## src/rtl/life_sequencer.sv

```systemverilog
// life_sequencer: control FSM for life_engine (clk4 domain).
// Init sweep, in-place generations and stolen display read slots.
module life_sequencer #(
  parameter int ROWS  = 256,
  parameter int RBITS = 8,
  parameter int CNTW  = 48
) (
  input  logic             clk,
  input  logic             reset,
  input  logic             run,
  input  logic             step,
  input  logic             init_req,
  input  logic             disp_req,
  input  logic [RBITS-1:0] disp_row,
  output logic             disp_ack,
  output logic [RBITS-1:0] raddr,
  output logic [RBITS-1:0] waddr,
  output logic             re,
  output logic             we,
  output logic             ld,
  output logic             init,
  output logic             busy,
  output logic             gen_done,
  output logic [CNTW-1:0]  gen_count
);

  typedef enum logic [1:0] {
    S_IDLE,
    S_INIT,
    S_GEN
  } state_t;

  localparam logic [RBITS-1:0] LAST = RBITS'(ROWS - 1);
  localparam logic [RBITS-1:0] TWO  = RBITS'(2);

  state_t           state_q, state_d;
  logic [RBITS-1:0] row_q, row_d;
  logic [1:0]       ph_q, ph_d;
  logic             lat_q, lat_d;
  logic             pend_q, pend_d;
  logic             last_q, last_d;
  logic             serve;

  logic [RBITS-1:0] raddr_d, waddr_d;
  logic             re_d, we_d, ld_d, init_d;
  logic             ack_d, busy_d, done_d;
  logic [CNTW-1:0]  cnt_d;

  // next state, row/phase sequencing and next output values
  always_comb begin
    state_d = state_q;
    row_d   = row_q;
    ph_d    = ph_q;
    lat_d   = lat_q;
    pend_d  = 1'b0;
    last_d  = 1'b0;
    raddr_d = '0;
    waddr_d = '0;
    re_d    = 1'b0;
    we_d    = 1'b0;
    init_d  = 1'b0;
    ld_d    = pend_q;
    ack_d   = pend_q;
    busy_d  = (state_q != S_IDLE);
    done_d  = last_q;
    cnt_d   = last_q ? gen_count + CNTW'(1)
                     : gen_count;
    serve   = disp_req & ~pend_q;
    case (state_q)
      S_IDLE: begin
        row_d = '0;
        ph_d  = 2'd0;
        if (serve) begin
          raddr_d = disp_row;
          pend_d  = 1'b1;
        end
        if (init_req || lat_q) begin
          state_d = S_INIT;
          lat_d   = 1'b0;
        end else if (run || step) begin
          state_d = S_GEN;
        end
      end
      S_INIT: begin
        init_d  = 1'b1;
        we_d    = 1'b1;
        waddr_d = row_q;
        row_d   = row_q + 1'b1;
        if (init_req) lat_d = 1'b1;
        if (row_q == LAST) begin
          row_d   = '0;
          state_d = S_IDLE;
        end
      end
      S_GEN: begin
        ph_d = ph_q + 2'd1;
        if (init_req) lat_d = 1'b1;
        unique case (1'b1)
          ph_q == 2'd0: begin
            re_d    = 1'b1;
            raddr_d = row_q;
          end
          ph_q == 2'd1: begin
          end
          ph_q == 2'd2: begin
            if (serve) begin
              raddr_d = disp_row;
              pend_d  = 1'b1;
            end
          end
          ph_q == 2'd3: begin
            if (row_q >= TWO) begin
              we_d    = 1'b1;
              waddr_d = row_q - 1'b1;
            end
            row_d = row_q + 1'b1;
            if (row_q == LAST) begin
              last_d = 1'b1;
              row_d  = '0;
              if (lat_q || init_req) begin
                state_d = S_INIT;
                lat_d   = 1'b0;
              end else if (!run) begin
                state_d = S_IDLE;
              end
            end
          end
          default: begin
          end
        endcase
      end
      default: state_d = S_IDLE;
    endcase
  end

  // state, counters and registered outputs
  always_ff @(posedge clk) begin
    if (reset) begin
      state_q   <= S_IDLE;
      row_q     <= '0;
      ph_q      <= '0;
      lat_q     <= 1'b0;
      pend_q    <= 1'b0;
      last_q    <= 1'b0;
      raddr     <= '0;
      waddr     <= '0;
      re        <= 1'b0;
      we        <= 1'b0;
      ld        <= 1'b0;
      init      <= 1'b0;
      disp_ack  <= 1'b0;
      busy      <= 1'b0;
      gen_done  <= 1'b0;
      gen_count <= '0;
    end else begin
      state_q   <= state_d;
      row_q     <= row_d;
      ph_q      <= ph_d;
      lat_q     <= lat_d;
      pend_q    <= pend_d;
      last_q    <= last_d;
      raddr     <= raddr_d;
      waddr     <= waddr_d;
      re        <= re_d;
      we        <= we_d;
      ld        <= ld_d;
      init      <= init_d;
      disp_ack  <= ack_d;
      busy      <= busy_d;
      gen_done  <= done_d;
      gen_count <= cnt_d;
    end
  end

endmodule

```

## config.mk

```make
export PLATFORM = sky130hd
export DESIGN_NAME = life_sequencer
export DESIGN_NICKNAME = d
export VERILOG_FILES = /design/src/rtl/life_sequencer.sv
export SDC_FILE = /design/constraint.sdc
export NUM_CORES = 1
export LEC_CHECK = 0
export CORE_MARGIN = 5
export CORE_UTILIZATION = 48
export CTS_BUF_LIST = sky130_fd_sc_hd__clkbuf_8
export CTS_CLUSTER_SIZE = 12
export DETAILED_ROUTE_END_ITERATION = 10
export GPL_ROUTABILITY_DRIVEN = 0
export PLACE_DENSITY = 0.82
export REMOVE_ABC_BUFFERS = 1
export SLEW_MARGIN = 10
export SYNTH_ARGS = -nofsm -noshare
export SYNTH_HDL_FRONTEND = slang
export SYNTH_SLANG_ARGS = --single-unit
```

## constraint.sdc

```tcl
create_clock -name clk -period 2.1 [get_ports clk]
set_clock_uncertainty 0.15 [all_clocks]
set_input_delay 0.525 -clock clk [delete_from_list [all_inputs] [get_ports clk]]
set_output_delay 0.525 -clock clk [all_outputs]
set_load 0.02 [all_outputs]
```

# After elaboration in Yosys (flattened, before gate mapping)
# Cells that the tools add are included.
[totals] regBits=85 out_inout_bits=71 word_cells=80
[op_classes] addsub=4 magnitude_cmp=1 eq_ne=11 n_mux=33 bitwise=4 n_reduce_logical=12
[ops] op="adder 48 x 1 -> 48 bit (second input constant)" count=1
[ops] op="one-hot mux 8 bit (2 select lines)" count=3
[ops] op="2-to-1 mux 8 bit" count=5
[ops] op="one-hot mux 8 bit (3 select lines)" count=1
[ops] op="2-to-1 mux 2 bit" count=7
[ops] op="2-to-1 mux 1 bit" count=12
[ops] op="adder 8 x 1 -> 8 bit (second input constant)" count=1
[ops] op="equality test 8 bit (second input constant)" count=1
[ops] op=">= comparator 8 x 2 -> 1 bit (second input constant)" count=1
[ops] op="!= test 2 bit (second input constant)" count=4
[ops] op="subtractor 8 x 1 -> 8 bit (second input constant)" count=1
[ops] op="equality test 2 bit (second input constant)" count=3
[ops] op="!= test 3 bit (second input constant)" count=2
[ops] op="one-hot mux 2 bit (3 select lines)" count=1
[ops] op="AND reduction 5 bit" count=1
[ops] op="logical NOT 2 bit" count=2
[ops] op="one-hot mux 1 bit (2 select lines)" count=2
[ops] op="one-hot mux 2 bit (2 select lines)" count=1
[ops] op="AND reduction 2 bit" count=2
[ops] op="nonzero test 2 bit" count=2
[ops] op="inverter 1 bit" count=3
[ops] op="one-hot mux 1 bit (3 select lines)" count=1
[ops] op="nonzero test 3 bit" count=1
[ops] op="OR reduction 3 bit" count=1
[ops] op="5 further kinds" count=6

# Depth between registers and ports, before layout
# Gate-level depths: netlist of run 1.
[logic_depth] depth_word=5 ltp_mapped=8

# Worst setup path before layout of run 1
# No wires, ideal clock.
[synth_path] path_type="reg-to-reg" startpoint="reg gen_count[0]" endpoint="reg gen_count[36]" setup_time_ns=0.121 t_arrival_ns=2.123 t_required_ns=1.829 path_slack_ns=-0.294 stages_incl_launch_ff=7 path_cell_list="dfxtp_1 > ha_1 > nand3_1 > or4_4 > buf_6 > nor4_1 > mux2_2"
[synth_between] elab_chain_len=1
[synth_rtl] element="start: declaration" line_no="24" rtl="output logic [CNTW-1:0] gen_count"
[synth_rtl] element="start signal: assignment" line_no="171" rtl="gen_count <= cnt_d;"
[synth_rtl] element="adder 48 x 1 -> 48 bit" line_no="66" rtl="cnt_d = last_q ? gen_count + CNTW'(1)"
# Every way passes these cells.
# A chain may end at the register's enable or synchronous reset.

# Worst setup path after layout of run 1
[layout_path] startpoint="reg gen_count[3]" endpoint="reg gen_count[47]"
# Same word-level chain as after synthesis.

==> metrics.yaml, run 1 <==
rows: 34
cts_tree: "yes"
place_hpwl_mm: 8.473
finalSetupViolations: 13
cts_buffer_depth: 2
synthFlopType: "dfxtp_1"
coreArea_mm2: 0.008593
portBuffers: 84
grt_usage: 0.2466
vias: 4495
timing.rr.end: "gen_count[47]$_SDFFE_PP0P_"
totalWireLength_mm: 14.20
power_density_mw_per_mm2: 614.2
nets: 644
synth_edf_count: 0
r2r_slack_ns: -0.07
violations: "negative setup slack"
design.die.area_mm2: 0.01068
p_leak_nw: 2.827
slew_headroom: 0.5085
pin_count: 85
worstRegToRegCells: 6
antenna_found_initial: 0
diodes: 0
gr-total-overflow: 0
area_growth_pct: 48.67
yosysTopAreaCell: "dfxtp_1"
crit_path_start: "gen_count[3]$_SDFFE_PP0P_"
root_buffer: "clkbuf_8"
synthTopCellsByArea: "dfxtp_1, mux2_2, nor2_1"
routedWlPerCell_um: 19.40
arrival_ns: 2.29
outcome: "finished with violations"
synth_top_area_share: 0.4068
grt_start_max_net_pins: 52
grt_pass1_vias: 4309
drc: 0
cts_buffers: 9
required_ns: 2.22
rsz0062_at_grt: "true"
grt_pass1_wl_mm: 20.72
critical_path_class: "reg2reg"
layout_worst_path_cycle_share: 1.034
crit_path_max_fanout: 5
drtPass1Iterations: 7
fin_ws_ns: -0.07068
drt_iter0_markers: 325
fmax_mhz: 460.7
ys_ff_latch: 85
ant_nets: 0
die_width_um: 103.4
syn_area_per_cell_um2: 8.607
yosys_warnings: 0
period_minus_slack_ns: 2.171
postSynth.asyncResetShare: 0
finalHoldViolCount: 0
avgViaCountPerCell: 6.141
r2r_start: "gen_count[3]$_SDFFE_PP0P_"
peakVddDrop_mv: 0.4526
fill_cells: 559
slew_violations: 0
cp-endpoint: "gen_count[47]$_SDFFE_PP0P_"
initial_core_util: 0.4868
cts_sinks: 85
end_kind: "flip-flop"
syn-cell-area_mm2: 0.004183
synth_cell_types: 50
synthCells: 486
drive_gt1_frac: 0.2740
maxCapViolCount: 0
insertion_delay_ns: 0.37
htreeDepth: 3
die_height_um: 103.4
hold_buffers: 0
cp-start-kind: "flip-flop"
holdCritPathClass: "reg2reg"
yosysSeqAreaShare: 0.4068
worst_slew_pin_slew_ns: 0.7304
regArea_mm2: 0.001719
fin_util: 0.7236
finalPower_w: 0.003820
clkSlewWorstSetupHoldPaths_ns: 0.09
multi_input_area_mm2: 0.002653
-- report_power, final --
group | switching (W) | internal, W | total (W)
logic | 0.000502 | 0.000354 | 0.000857
registers | 0.0000490 | 0.00168 | 0.00173
clock network | 0.000663 | 0.000569 | 0.00123
total | 0.00121 | 0.00261 | 0.00382
-- critical path, cell delays in order (launching register included) --
cell	delay, ns
dfxtp_2	0.37
nand4_4	0.17
or4_4	0.58
buf_4	0.17
buf_4	0.14
nor4_4	0.17
mux2_4	0.33
-- per-layer routing --
layer  global-route usage  routed length [um]  part of all wire
met5                    0                   0                 0
met1               0.2979                5511              0.39
met4               0.1394                 505             0.036
met3              0.04494                 978             0.069
met2               0.4113                7207              0.51
-- sequential cells by signal, summed over array words and instances (netlist names) --
| register | count |
|---|---|
| ack_d | 1 |
| busy | 1 |
| done_d | 1 |
| gen_count | 48 |
| gen_done | 1 |
| init | 1 |
| lat_q | 1 |
| ld | 1 |
| ph_q | 2 |
| raddr | 8 |
| re | 1 |
| row_q | 8 |
| state_q | 2 |
| waddr | 8 |
| we | 1 |
-- cells in the final DEF (no fill, tap or decap), drive strengths merged, types with 6 or more instances in the layout --
| master | netlist | routed |
|---|---|---|
| or4 | 16 | 17 |
| nand4 | 18 | 18 |
| mux2 | 15 | 15 |
| clkbuf | 24 | 9 |
| nor2 | 44 | 44 |
| ha | 11 | 11 |
| a22o | 8 | 8 |
| o31ai | 12 | 12 |
| nor4 | 17 | 17 |
| clkdlybuf4s50 | 0 | 38 |
| dlymetal6s2s | 0 | 13 |
| dlygate4sd2 | 0 | 32 |
| inv | 18 | 22 |
| nor3 | 10 | 10 |
| nand2 | 23 | 23 |
| nand3 | 19 | 19 |
| buf | 12 | 74 |
| dfxtp | 85 | 85 |
| and3 | 13 | 13 |
| o21ai | 20 | 20 |
| a21oi | 31 | 31 |
| nor2b | 17 | 17 |
| or3 | 15 | 15 |
| xnor2 | 9 | 9 |
| and2 | 6 | 6 |
-- kinds of logic (layout without fill, tap and decap cells) --
family / count (synthesis) / after routing / synth area share
compound gates: 91 / 91 / 0.1388
flops: 85 / 85 / 0.4068
simple gates: 214 / 215 / 0.2926
fa+ha+maj: 11 / 11 / 0.03290
xor+xnor: 14 / 14 / 0.02932
mux: 17 / 17 / 0.04517
buf+inv: 54 / 191 / 0.05444
-- worst min path at each step --
stage               slack, ns              from  cells past startpoint               to
floorplan                0.31  ack_d$_SDFF_PP0_                      1    ld$_SDFF_PP0_
global placement         0.31  ack_d$_SDFF_PP0_                      1    ld$_SDFF_PP0_
detailed placement       0.34  ack_d$_SDFF_PP0_                      1    ld$_SDFF_PP0_
CTS                      0.33             reset                      2  init$_SDFF_PP0_
global route             0.35             reset                      2    ld$_SDFF_PP0_
finish                   0.34  ack_d$_SDFF_PP0_                      1    ld$_SDFF_PP0_
-- area by class of cell --
cell class,instances,share of cell area
Inverter,18,0.01087
Sequential cell,85,0.2765
Timing Repair Buffer,157,0.2316
Clock inverter,7,0.01288
Tap cell,108,0.02173
Clock buffer,9,0.01992
Multi-Input combinational cell,348,0.4266
-- per-stage QoR --
stage               instances  hold WS (ns)  setup slack (ns)  setup TNS [ns]  area [um^2]
CTS                       723        0.3267           -0.1372          -1.044         5878
global route              732        0.3485           -0.1202          -1.758         6218
global placement          700        0.3143          -0.08365         -0.8916         5454
detailed placement        700        0.3360           -0.1965          -2.710         5454
floorplan                 450        0.3056           -0.2772          -6.372         4023
finish                    732        0.3433          -0.07068         -0.5388         6218
-- synth_stat cells (12+ instances only) --
cell       n
nand3_1   19
o21ai_0   20
a21oi_1   31
nor2_1    44
mux2_2    15
nor2b_1   17
nand4_1   15
and3_1    13
nand2_1   23
nor4_1    17
or4_1     15
inv_1     18
or3_1     15
dfxtp_1   85
clkbuf_1  24
o31ai_1   12
-- what timing repair did --
item / in CTS / in global routing
setup endpoints to repair: 66 / 52
cloned: 1 / 0
setup buffers: 6 / 9
hold endpoints to repair: 0 / 0
pin swaps: 16 / 15
gates resized for setup: 65 / 73
Note: power is estimated with default switching activity, not from simulation.
==> inputs of run 2 (changes only) <==
--- a/config.mk
+++ b/config.mk
@@ -13,6 +13,7 @@
 export GPL_ROUTABILITY_DRIVEN = 0
 export PLACE_DENSITY = 0.82
 export REMOVE_ABC_BUFFERS = 1
+export SETUP_SLACK_MARGIN = 0.15
 export SLEW_MARGIN = 10
 export SYNTH_ARGS = -nofsm -noshare
 export SYNTH_HDL_FRONTEND = slang
==> constraint.sdc (replaced) <==
create_clock -name clk -period 2.1 [get_ports clk]
set_clock_uncertainty 0.15 [all_clocks]
set_input_delay 0.525 -clock clk [delete_from_list [all_inputs] [get_ports clk]]
set_output_delay 0.525 -clock clk [all_outputs]
set_load 0.005 [all_outputs]
==> run 2 against run 1 <==
  * The run still ends with negative setup slack left
  * Die area unchanged
  * Sequential power about the same
  * Final cell count increased by 1.2%
  * Register-to-register slack got worse by 0.05 ns
  * Setup slack got worse by 0.047 ns
  * First-iteration DRC count increased by 34%
  * Clock power increased by 19%
==> metrics.yaml, run 2 (synthesis gave the netlist of run 1 again) <==
htreeDepth: 3  # unchanged
coreArea_mm2: 0.008593  # unchanged
switching_share: 0.2908  # -0.02707
layout_common_cells: "buf_4, clkdlybuf4s50_1, nor2_1, dfxtp_1, dfxtp_2"
initial_core_util: 0.4868  # unchanged
fin_setup_tns_ns: -1.055  # -0.5165 ns
finalSetupViolations: 22  # +9
place_hpwl_mm: 8.304  # -2.0%
end_kind: "flip-flop"
drive_gt1_frac: 0.3618  # +0.08773
routedWlPerCell_um: 22.63  # +17%
grt_util_met3: 0.04762  # +0.002683
hold_buffers: 0  # unchanged
fmax_mhz: 450.9  # -2.1%
finalPower_w: 0.004049  # +6.0%
vias: 4753  # +5.7%
p_leak_nw: 2.790  # -1.3%
period_minus_slack_ns: 2.218  # +0.04723 ns
whs_ns: 0.3688  # +0.02547 ns
finalHoldViolCount: 0  # unchanged
rows: 34  # unchanged
antenna_found_initial: 0  # unchanged
nets: 653  # +1.4%
largest-register: "gen_count"
crit_path_max_fanout: 5  # unchanged
outcome: "finished with violations"
grtUsageMet1: 0.3163  # +0.01839
cts_sinks: 85  # unchanged
totalWireLength_mm: 16.77  # +18%
die_height_um: 103.4  # unchanged
diodes: 0  # unchanged
cts_buffer_depth: 2  # unchanged
grt_usage: 0.2686  # +0.02199
drtPass1Iterations: 7  # unchanged
layout_worst_path_cycle_share: 1.056  # +0.02249
place_ws_ns: -0.2213  # -0.02488 ns
fin_ws_ns: -0.1179  # -0.04723 ns
power_density_mw_per_mm2: 616.4  # +0.35%
pwr-share-comb: 0.213  # -0.011
gr-total-overflow: 0  # unchanged
ant_nets: 0  # unchanged
clkSlewWorstSetupHoldPaths_ns: 0.09  # about the same
design.die.area_mm2: 0.01068  # unchanged
area_growth_pct: 57.04
grt_pass1_wl_mm: 22.51  # +8.6%
portBuffers: 84  # unchanged
seq_power_share: 0.426  # -0.027
cp-start-kind: "flip-flop"
rsz0062_at_grt: "true"
largest_reg_flops: 48  # unchanged
worst_slew_pin_slew_ns: 0.6299  # -0.1005 ns
cts_buffers: 9  # unchanged
die_width_um: 103.4  # unchanged
maxCapViolCount: 0  # unchanged
drt_iter0_markers: 437  # +34%
final_common_cell: "buf_4"
final_cells: 741  # +1.2%
drc: 0  # unchanged
pin_count: 85  # unchanged
p_clk_frac: 0.361  # +0.039
grt_start_max_net_pins: 52  # unchanged
slew_violations: 0  # unchanged
use_met2: 0.4730  # +0.06176
avgViaCountPerCell: 6.414  # +4.5%
insertion_delay_ns: 0.36  # about the same
cts_tree: "yes"
slew_headroom: 0.5766  # +0.06801
critical_path_class: "reg2reg"
internal-power_w: 0.002871  # +10%
dp_cells: 701  # +0.14%
required_ns: 2.22  # about the same
grt_pass1_vias: 4430  # +2.8%
busiest_layer: "met2"
root_buffer: "clkbuf_8"
holdCritPathClass: "reg2reg"
violations: "negative setup slack"
arrival_ns: 2.34  # +0.05 ns
peakVddDrop_mv: 0.5443  # +20%
power.switching_w: 0.001177  # -3.0%
[run 2: cell count changes in the layout (fill, tap and decap cells not counted), moves of 6 or more]
cell             delta
buf_6               +6
clkdlybuf4s50_1    +12
dfxtp_4            +10
dfxtp_2            +19
dlymetal6s2s_1      -9
dfxtp_1            -29
[run 2: metal layers]
layer  share of wire  routed length, um
met1            0.36               6106
met2            0.50               8307
met4           0.058                968
met5               0                  0
met3           0.083               1389
[run 2: what timing repair did]
item / in CTS / in global routing
pin swaps: 24 / 17
buffers inserted: 14 / 5
gates resized for setup: 121 / 82
gates cloned: 3 / 2
setup endpoints to repair: 83 / 70
[run 2: area by class of cell]
class                   count  area (um^2)
multi-input cells         349         2809
inverters                  18        67.56
clock buffers              10        137.6
fillers                   510         2024
well taps                 108        135.1
clock inverters             6        110.1
flip-flops and latches     85         1780
repair buffers            165         1529
[run 2: metrics by stage]
stage          cell area [um^2]    util
2_1_floorplan              4023       -
3_3_place_gp               5461  0.6356
3_5_place_dp               5461  0.6356
4_1_cts                    6212  0.7229
5_1_grt                    6569  0.7644
6_report                   6569  0.7644
[run 2: path summary, 6_finish.rpt]
check | startpoint | endpoint | slack, ns | cells past startpoint
worst max-delay path | gen_count[11]$_SDFFE_PP0P_ | gen_count[26]$_SDFFE_PP0P_ | -0.12 | 5
worst min-delay path | ack_d$_SDFF_PP0_ | ld$_SDFF_PP0_ | 0.37 | 1
worst max register to register | gen_count[11]$_SDFFE_PP0P_ | gen_count[26]$_SDFFE_PP0P_ | -0.12 | 5
worst min register to register | ack_d$_SDFF_PP0_ | ld$_SDFF_PP0_ | 0.37 | 1
[run 2: critical path: stages, from the launching register on]
cell     delay, ns
dfxtp_1       0.38
buf_4         0.15
nand3_1       0.15
or4_4         0.58
or4_4         0.56
a21oi_2       0.19
[run 2: power by group through the flow]
stage | sequential, W | combinational (W) | clock, W
floorplan | 0.00176 | 0.000440 | 0
global placement | 0.00176 | 0.000737 | 0
detailed placement | 0.00177 | 0.000763 | 0
CTS | 0.00173 | 0.000777 | 0.00142
global route | 0.00173 | 0.000933 | 0.00153
finish | 0.00172 | 0.000863 | 0.00146
==> inputs of run 3 (changes only) <==
==> constraint.sdc (replaced) <==
create_clock -name clk -period 1.9 [get_ports clk]
set_clock_uncertainty 0.15 [all_clocks]
set_input_delay 0.475 -clock clk [delete_from_list [all_inputs] [get_ports clk]]
set_output_delay 0.475 -clock clk [all_outputs]
set_load 0.005 [all_outputs]
==> run 3 against run 2 <==
  * The run still ends with negative setup slack left
  * Setup slack worse by 0.22 ns
  * Sequential power grew 12%
  * Design area up 12%
  * Maximum frequency decreased by 0.77%
  * Utilization increased by 9.1 points
==> metrics.yaml, run 3 (synthesis gave the netlist of run 1 again) <==
worst_slew_pin_slew_ns: 0.5120  # -0.1179 ns
hold_buffers: 0  # unchanged
die_width_um: 103.4  # unchanged
crit_buf_inv: 1  # unchanged
p_clk_frac: 0.304  # -0.057
cts_sinks: 85  # unchanged
place_hpwl_mm: 8.619  # +3.8%
violations: "negative setup slack"
layout_worst_path_cycle_share: 1.176  # +0.1202
grt_start_max_net_pins: 40  # -23%
critical_path_class: "reg2reg"
slowest_stage: "or4_4"
rows: 34  # unchanged
cp-start-kind: "flip-flop"
power_density_mw_per_mm2: 667.9  # +8.4%
cp_top_family: "simple AND/OR/NAND/NOR gates"
layout_common_cells: "buf_4, dlygate4sd2_1, nor2_1"
portBuffers: 84  # unchanged
internal-power_w: 0.003306  # +15%
avgViaCountPerCell: 7.011  # +9.3%
holdCritPathClass: "in2reg"
antenna_found_initial: 0  # unchanged
dp_cells: 724  # +3.3%
p_leak_nw: 3.253  # +17%
seq_power_share: 0.391  # -0.035
pin_count: 85  # unchanged
root_buffer: "clkbuf_8"
ant_nets: 0  # unchanged
worstRegToRegCells: 5  # unchanged
coreArea_mm2: 0.008593  # unchanged
largest-register: "gen_count"
insertion_delay_ns: 0.39  # +0.03 ns
end_kind: "flip-flop"
final_cells: 805  # +8.6%
final_common_cell: "buf_4"
drt_iter0_markers: 671  # +54%
switching_share: 0.3270  # +0.03624
area_growth_pct: 75.83
cp_num_cells: 5  # unchanged
initial_core_util: 0.4868  # unchanged
rsz0062_at_grt: "true"
finalHoldViolCount: 0  # unchanged
htreeDepth: 3  # unchanged
outcome: "finished with violations"
routedWlPerCell_um: 28.31  # +25%
crit_path_max_fanout: 4  # -1
drc: 0  # unchanged
peakVddDrop_mv: 0.8961  # +65%
diodes: 0  # unchanged
grt_pass1_vias: 4887  # +10%
die_height_um: 103.4  # unchanged
cts_tree: "yes"
holdPathStages: 2  # +1
grt_pass1_wl_mm: 26.21  # +16%
totalWireLength_mm: 22.79  # +36%
required_ns: 2.04  # -0.18 ns
maxCapViolCount: 0  # unchanged
finalSetupViolations: 41  # +86%
cts_buffer_depth: 2  # unchanged
drtPass1Iterations: 6  # -1
fin_ws_ns: -0.3350  # -0.2171 ns
gr-total-overflow: 0  # unchanged
clkSlewWorstSetupHoldPaths_ns: 0.10  # about the same
period_minus_slack_ns: 2.235  # +0.01710 ns
nets: 718  # +10%
drive_gt1_frac: 0.5108  # +0.1490
fmax_mhz: 447.4  # -0.77%
slew_violations: 0  # unchanged
cts_buffers: 9  # unchanged
fin_setup_tns_ns: -9.800  # -8.744 ns
vias: 5644  # +19%
arrival_ns: 2.37  # +0.03 ns
worstPathCellList: "nand4_1 -> buf_4 -> or4_4 -> nor4_4 -> mux2_4"
power.switching_w: 0.001606  # +36%
pwr-share-comb: 0.305  # +0.092
slew_headroom: 0.6579  # +0.08140
design.die.area_mm2: 0.01068  # unchanged
largest_reg_flops: 48  # unchanged
grt_usage: 0.3193  # +0.05065
cpPeakStageDelay_ns: 0.49  # -0.09 ns
## run 3: path summary, 6_finish.rpt
check / startpoint / to / slack, ns
hold reg to reg: row_q[1]$_SDFFE_PP0P_ / row_q[1]$_SDFFE_PP0P_ / 0.38
setup / recovery: gen_count[14]$_SDFFE_PP0P_ / gen_count[40]$_SDFFE_PP0P_ / -0.34
setup reg to reg: gen_count[14]$_SDFFE_PP0P_ / gen_count[40]$_SDFFE_PP0P_ / -0.34
hold / removal: reset / init$_SDFF_PP0_ / 0.30
## run 3: worst reg2reg max path: stages (launching register included)
cell	delay, ns
dfxtp_1	0.37
nand4_1	0.20
buf_4	0.20
or4_4	0.49
nor4_4	0.37
mux2_4	0.34
## run 3: layer usage
| metal | vias up | part of all wire | GRT usage |
|---|---|---|---|
| met4 | 0 | 0.096 | 0.1992 |
| met2 | 604 | 0.45 | 0.5324 |
| li1 | 2179 | - | - |
| met3 | 237 | 0.12 | 0.05835 |
| met5 | - | 0 | 0 |
| met1 | 2624 | 0.34 | 0.3780 |
## run 3: cell type report
class,instances,area [um^2]
repair buffers,231,2064
inverters,18,72.57
well taps,108,135.1
multi-input cells,348,3075
clock buffers,10,137.6
clock inverters,5,75.07
fillers,349,1239
flip-flops and latches,85,1794
## run 3: power groups by stage
stage / combinational [W] / sequential [W] / clock [W]
4_1_cts: 0.000982 / 0.00190 / 0.00140
3_3_place_gp: 0.000853 / 0.00194 / 0
5_1_grt: 0.00153 / 0.00193 / 0.00157
6_report: 0.00150 / 0.00192 / 0.00149
2_1_floorplan: 0.000486 / 0.00195 / 0
3_5_place_dp: 0.000894 / 0.00194 / 0
## run 3: what timing repair did
action                     CTS  global route
cloned                       5             2
pin swaps                   38            53
setup buffers               29            31
setup endpoints to repair  125            84
resized for setup          210           157
## run 3: per-stage QoR
stage | util | hold slack, ns | power, W | instance area, um^2 | setup WS, ns
after detailed placement | 0.6556 | 0.3232 | 0.002838 | 5634 | -0.3719
after floorplan | - | 0.3056 | 0.002434 | 4023 | -0.3458
after global placement | 0.6556 | 0.3127 | 0.002793 | 5634 | -0.2745
after CTS | 0.7647 | 0.3112 | 0.004284 | 6571 | -0.2606
final | 0.8559 | 0.3020 | 0.004912 | 7355 | -0.3350
after global routing | 0.8559 | 0.3093 | 0.005026 | 7355 | -0.3542
